### config.mk
export PLATFORM = sky130hd
export DESIGN_NAME = pc_sequencer
export DESIGN_NICKNAME = d
export VERILOG_FILES = /design/src/rtl/cpu_pkg.sv /design/src/rtl/sat_counter.sv /design/src/rtl/pc_sequencer.sv
export SDC_FILE = /design/constraint.sdc
export NUM_CORES = 1
export LEC_CHECK = 0
export CORE_ASPECT_RATIO = 0.5
export CORE_MARGIN = 4
export CORE_UTILIZATION = 55
export DETAILED_ROUTE_END_ITERATION = 7
export DONT_BUFFER_PORTS = 1
export PLACE_DENSITY = 0.74
export SLEW_MARGIN = 20
export SYNTH_ARGS = -nofsm -noshare
export SYNTH_HDL_FRONTEND = slang
export SYNTH_SLANG_ARGS = --single-unit
export TNS_END_PERCENT = 20
### constraint.sdc
create_clock -name clk -period 3.73 [get_ports clk]
set_clock_uncertainty 0.1 [all_clocks]
set_input_delay 0.9325 -clock clk [delete_from_list [all_inputs] [get_ports clk]]
set_output_delay 0.9325 -clock clk [all_outputs]
set_load 0.02 [all_outputs]
### src/rtl/cpu_pkg.sv
// Shared CPU datapath definitions: word width, default reset vector and
// the PC sequencer state encoding.
package cpu_pkg;

   localparam int XLEN = 32;

   localparam logic [XLEN-1:0] DEFAULT_RESET_PC = 32'h0000_0000;

   typedef enum logic [1:0] {
      IDLE  = 2'd0,
      RUN   = 2'd1,
      HALT  = 2'd2,
      FAULT = 2'd3
   } seq_state_t;

endpackage

### src/rtl/sat_counter.sv
// Saturating up-counter with synchronous clear; it sticks at all-ones
// instead of wrapping.
module sat_counter
   import cpu_pkg::*;
#(
   parameter int W = XLEN
) (
   input  logic         clk,
   input  logic         rst_n,
   input  logic         clr,
   input  logic         inc,
   output logic [W-1:0] count
);

   always_ff @(posedge clk or negedge rst_n) begin
      if (!rst_n) begin
         count <= '0;
      end else if (clr) begin
         count <= '0;
      end else if (inc && (count != '1)) begin
         count <= count + 1'b1;
      end
   end

endmodule

### src/rtl/pc_sequencer.sv
// Fetch-side PC sequencer: owns the PC, applies the datapath's next address
// and adds run control, halt/fault detection, watchdog and counters.
module pc_sequencer
   import cpu_pkg::*;
#(
   parameter logic [XLEN-1:0] RESET_PC   = DEFAULT_RESET_PC,
   parameter int              IMEM_BYTES = 1024,
   parameter logic [XLEN-1:0] MAX_INSTR  = 32'd100000
) (
   input  logic            clk,
   input  logic            rst_n,
   input  logic            start,
   input  logic            stall,
   input  logic [XLEN-1:0] next_addr,
   output logic [XLEN-1:0] pc_addr,
   output logic            exec_en,
   output logic            halted,
   output logic            fault,
   output logic            watchdog,
   output logic [XLEN-1:0] fault_addr,
   output logic [XLEN-1:0] retired,
   output logic [XLEN-1:0] cycles
);

   localparam logic [XLEN-1:0] IMEM_LIMIT = XLEN'(IMEM_BYTES);

   seq_state_t      state_q, state_d;
   logic [XLEN-1:0] pc_d, fault_addr_d;
   logic            watchdog_d;
   logic            restart, retire, bad_addr, wd_hit;

   assign bad_addr = (next_addr[1:0] != 2'b00) || (next_addr >= IMEM_LIMIT);
   // Widened compare so a saturated retired count cannot alias to zero.
   assign wd_hit   = ({1'b0, retired} + 33'd1) == {1'b0, MAX_INSTR};

   always_comb begin
      state_d      = state_q;
      pc_d         = pc_addr;
      fault_addr_d = fault_addr;
      watchdog_d   = watchdog;
      restart      = 1'b0;
      retire       = 1'b0;
      case (state_q)
         RUN: begin
            if (!stall) begin
               retire = 1'b1;
               if (bad_addr) begin
                  state_d      = FAULT;
                  fault_addr_d = next_addr;
               end else if (next_addr == pc_addr) begin
                  state_d = HALT;
               end else begin
                  pc_d = next_addr;
                  if (wd_hit) begin
                     state_d    = HALT;
                     watchdog_d = 1'b1;
                  end
               end
            end
         end
         default: begin
            if (start) begin
               restart    = 1'b1;
               state_d    = RUN;
               pc_d       = RESET_PC;
               watchdog_d = 1'b0;
            end
         end
      endcase
   end

   always_ff @(posedge clk or negedge rst_n) begin
      if (!rst_n) begin
         state_q    <= IDLE;
         pc_addr    <= RESET_PC;
         fault_addr <= '0;
         watchdog   <= 1'b0;
      end else begin
         state_q    <= state_d;
         pc_addr    <= pc_d;
         fault_addr <= fault_addr_d;
         watchdog   <= watchdog_d;
      end
   end

   assign exec_en = (state_q == RUN) && !stall;
   assign halted  = (state_q == HALT);
   assign fault   = (state_q == FAULT);

   sat_counter #(.W(XLEN)) u_retired (
      .clk   (clk),
      .rst_n (rst_n),
      .clr   (restart),
      .inc   (retire),
      .count (retired)
   );

   sat_counter #(.W(XLEN)) u_cycles (
      .clk   (clk),
      .rst_n (rst_n),
      .clr   (restart),
      .inc   (state_q == RUN),
      .count (cycles)
   );

endmodule

Yosys cells after proc, flatten, opt, wreduce, memory -nomap -nowiden
Cells that the tools add are included.
{"block": "classes", "addsub": 3, "magnitude_cmp": 1, "eq_ne": 12, "mux": 25, "n_bitwise": 1, "reduce_logical": 13}
{"operator": "32-bit 2-to-1 mux", "count": 9}
{"operator": "32-bit by 1-bit adder with 32-bit output, second input constant", "count": 2}
{"operator": "32-bit != test, second input constant", "count": 2}
{"operator": "32-bit by 1-bit adder with 33-bit output, second input constant", "count": 1}
{"operator": "33-bit by 17-bit equality test with 1-bit output, second input constant", "count": 1}
{"operator": "32-bit equality test", "count": 1}
{"operator": "32-bit by 11-bit greater-or-equal comparator with 1-bit output, second input constant", "count": 1}
{"operator": "2-bit 2-to-1 mux", "count": 6}
{"operator": "1-bit 2-to-1 mux", "count": 10}
{"operator": "2-bit != test, second input constant", "count": 4}
{"operator": "2-bit nonzero test", "count": 4}
{"operator": "3-bit AND reduction", "count": 2}
{"operator": "5-bit AND reduction", "count": 1}
{"operator": "2-bit equality test, second input constant", "count": 2}
{"operator": "4-bit != test, second input constant", "count": 1}
{"operator": "4-bit AND reduction", "count": 1}
{"operator": "1-bit logical AND", "count": 3}
{"operator": "2-bit by 1-bit equality test with 1-bit output, second input constant", "count": 1}
{"operator": "1-bit logical NOT", "count": 1}
{"operator": "1-bit logical OR", "count": 1}
{"operator": "1-bit NOT", "count": 1}
{"block": "word_totals", "register_bits": 131, "in_bits": 36, "out_inout_bits": 132, "word_cells": 61}

Longest topological paths before layout
{"block": "depth", "depth_word": 7, "mapped_depth": 9, "mapped_depth_nobuf": 8}

Cells and area by module
From an unflattened synthesis, not the netlist that was laid out.
{"block": "hier_totals", "cells_unflattened": 691, "hier_area_um2": 7015.5}
{"module": "sat_counter", "n_inst": 2, "cells_each": 198, "area_per_inst_um2": 1854.3, "seq_area_each_um2": 800.8}
{"module": "pc_sequencer", "n_inst": 1, "cells_each": 295, "area_per_inst_um2": 3306.9, "seq_area_each_um2": 1676.6}

Worst setup path before layout
Ideal clock, no wire load.
{"block": "synth_timing", "path_kind": "register to register", "start": "register u_retired.count[0]", "end": "register state_q[0]", "setup_time_ns": 0.124, "arrival_time_ns": 2.837, "t_required_ns": 3.506, "path_slack_ns": 0.669, "stages_incl_launch_ff": 10, "n_path_buf": 1, "period_less_slack_ns": 3.061, "cell_sequence": "dfrtp_1 -> ha_1 -> nand4_1 -> or4_1 -> clkbuf_1 -> nor4_1 -> xnor2_1 -> o2111a_1 -> nand4_1 -> o31a_1"}
{"block": "synth_between", "elab_chain_cells": 4}
{"item": "start, declared", "line_no": "sat_counter.sv:12", "rtl": "output logic [W-1:0] count"}
{"item": "start signal, assigned", "line_no": "sat_counter.sv:21", "rtl": "count <= count + 1'b1;"}
{"item": "32-bit by 1-bit adder with 33-bit output", "line_no": "pc_sequencer.sv:34", "rtl": "assign wd_hit = ({1'b0, retired} + 33'd1) == {1'b0, MAX_INSTR};"}
{"item": "33-bit by 17-bit equality test with 1-bit output", "line_no": "pc_sequencer.sv:34"}
{"item": "4-bit != test (no source line)"}
{"item": "3-bit AND reduction (no source line)"}
{"item": "end signal, assigned", "line_no": "pc_sequencer.sv:79", "rtl": "state_q <= state_d;"}
{"item": "end, declared", "line_no": "pc_sequencer.sv:27", "rtl": "seq_state_t state_q, state_d;"}
Every way passes these cells.
A chain may end at the register's enable or synchronous reset.

Worst setup path in the final report
{"block": "layout_timing", "start": "register u_retired.count[1]", "end": "register u_retired.count[31]"}
{"block": "layout_between", "elab_chain_cells": 3, "word_cells_on_any_way": 6, "cone_classes": "add/sub: 1; eq/ne: 1; mux: 2; reduce/logical: 2"}
{"item": "32-bit by 1-bit adder with 32-bit output or 32-bit != test (tied branches)", "line_no": "sat_counter.sv:21, sat_counter.sv:20"}
{"item": "32-bit 2-to-1 mux or 1-bit logical AND (tied branches)", "line_no": "sat_counter.sv:20", "rtl": "end else if (inc && (count != '1)) begin"}
{"item": "32-bit 2-to-1 mux or 2-bit nonzero test (tied branches)"}
Several ways; a longest one is shown, not always the timed one. The select of a mux whose other input is x is not followed.

==> flow_summary.ini <==
[outcome]
status = finished, final reports clean

[timing]
timing.setup.tns_ps = 0
setup_violations = 0
fin_crit_ps = 3230
min_period_over_period = 0.866
hold_viol_final = 0
slew-limit-headroom = 0.509
tightest_slew_ps = 733
clock.fmax_mhz = 309
rsz0062_at_grt = false
maxSlewViolCount = 0

[clock_tree]
clkSinkCount = 131
h-tree-depth = 4
cts_tree = built
post_cts_resized = 0
clk_pin_slew_ps = 60
cts.path.max_buffers = 2
post-cts-setup-buffer-count = 0
cts_buffers = 17
ctsHoldBuffers = 0
cts_root_buffer = clkbuf_16
clock_latency_ps = 420

[detailed_routing]
dr.pass1.iters = 6
drt_iter0_markers = 541
viasPerCell = 6.33
final_antenna_net_count = 0
vias = 5472
wl_per_cell_um = 20.7
routed_wl_um = 17900
drc = 0

[grt]
grt_pass1_wl_um = 29000
track_usage = 0.258
gr-total-overflow = 0
grt_start_max_net_pins = 132
antenna_found_initial = 0
grt_pass1_vias = 5457

[power]
ir_worst_vdd_v = 0.000322
pwr_density_cell_nw_per_um2 = 514
p_leak_nw = 3.06

[synthesis]
synth_warnings = 0
synth_edf_count = 0
synth_seq_area_share = 0.484
netlist.area_leader.share = 0.484
synthCells = 690
synthArstFlopShare = 1.00
syn_nets = 728
syn_avg_cell_area_um2 = 9.82
synth_area_leader_cell = dfrtp_1
synthFlopType = dfrtp_1
ys_ff_latch = 131
yosysMostFrequentCell = dfrtp_1
synth_common_cells = dfrtp_1 (131), nand2_1 (55), o21ai_0 (50)
synth_area_um2 = 6770
synthDistinctLibCells = 54
ys_top_cells_by_area = dfrtp_1 (48%), xnor2_1 (5.7%), mux2_2 (5.5%)

[final_layout]
drive_gt1_frac = 0.139
syn_to_final_growth_pct = 11.9
fin_nets = 724
fillerInstances = 959
diodes = 0
final_cells = 864

[setup_path]
crit_path_start_kind = flop
cp.required_ps = 3920
crit_fanout = 30
cp-end-kind = flop
critical_path_class = flop to flop
arrival_ps = 3430

[die]
die_y_um = 86.5
ioPinCount = 168
start_util = 0.569
core_area_um2 = 11900
rows = 28
dieArea_um2 = 14300
dieWidth_um = 165

[placed_design]
io_buffers = 0
dp_hpwl_um = 12500
dp_cells = 832
gp_congestion = 0.899

[run]
cap_viol_max_count = 0

[min_path]
hp-class = primary input to asynchronous set/reset pin
worst paths after layout:
| kind | from | end | slack [ps] | depth (start not counted) |
|---|---|---|---|---|
| worst max-delay path | u_retired.count[1] | u_retired.count[31] | 500 | 10 |
| worst min-delay path | rst_n | u_retired.count[6] | 110 | 0 |
| worst max register to register | u_retired.count[1] | u_retired.count[31] | 500 | 10 |
| worst min register to register | u_cycles.count[8] | u_cycles.count[8] | 560 | 1 |
| max in group asynchronous | rst_n | fault_addr[9] | 3230 | 0 |
| min in group clk | next_addr[8] | pc_addr[8] | 550 | 2 |
where the power goes:
group / switching [mW] / total, mW / internal (mW)
combinational: 0.207 / 0.374 / 0.167
clock: 0.729 / 1.68 / 0.951
sequential: 0.297 / 1.84 / 1.55
total: 1.23 / 3.90 / 2.67
cell type report:
type / instances / area [um^2] / area share
multi-input cells: 505 / 3300 / 0.435
flip-flops and latches: 131 / 3280 / 0.432
clock buffers: 17 / 425 / 0.0561
well taps: 165 / 206 / 0.0272
repair buffers: 21 / 170 / 0.0224
clock inverters: 15 / 165 / 0.0218
inverters: 10 / 37.5 / 0.00495
critical path: stages, from the launching register on:
cell	delay, ps
dfrtp_1	590
ha_1	310
nand4_1	130
buf_4	200
nor4_2	580
nand3_1	270
o21ai_4	240
and2_1	140
buf_4	290
o21ai_0	150
o41ai_1	100
cells in the final DEF (no fill, tap or decap), types with 4 or more instances in the layout:
cell,synthesis,final
a21oi_1,15,14
a31oi_1,4,4
and2_1,31,31
and3_1,9,9
and4_1,8,8
buf_4,1,20
clkbuf_16,0,17
dfrtp_1,131,131
inv_1,10,10
inv_6,0,4
inv_8,0,4
mux2_2,33,33
nand2_1,55,55
nand3_1,30,30
nand4_1,37,37
nor2_1,47,47
nor2b_1,13,13
nor3_1,10,10
nor4_1,18,18
o21ai_0,50,50
o31ai_1,22,22
o41ai_1,12,12
or3_1,6,6
xnor2_1,44,44
xor2_1,15,15
per-stage QoR:
stage | total power [mW] | utilization | cell area, um^2 | setup WS [ps] | hold slack [ps]
2_1_floorplan | 2.11 | - | 6770 | 669 | 487
3_3_place_gp | 2.22 | 0.587 | 6990 | 647 | 536
3_5_place_dp | 2.25 | 0.587 | 6990 | 550 | 540
4_1_cts | 3.92 | 0.636 | 7580 | 539 | 97.6
5_1_grt | 4.05 | 0.636 | 7580 | 285 | 95.1
6_report | 3.90 | 0.636 | 7580 | 499 | 108
cell families (layout without fill, tap and decap cells):
logic type               count (synthesis)  count (layout)  synth area share
buffers and inverters                   54              63            0.0316
AND/OR/NAND/NOR                        281             281             0.225
XOR/XNOR                                59              59            0.0763
multiplexers                            33              33            0.0549
AO/OA/AOI/OAI                          130             130             0.124
flip-flops                             131             131             0.484
adder cells (fa/ha/maj)                  2               2           0.00369
sequential cells by signal, summed over array words and instances (netlist names):
register and cells:
pc_addr 32, fault_addr 32, state_q 2, u_cycles.count 32, watchdog 1, u_retired.count 32
per-layer routing:
metal  track usage  vias up  share of wire
li1              -     2502              -
met1         0.328     2728           0.41
met2         0.419      223           0.48
met3        0.0998       19           0.10
met4        0.0687        0          0.011
met5             0        -              0
Power figures use the tool's default switching activity.
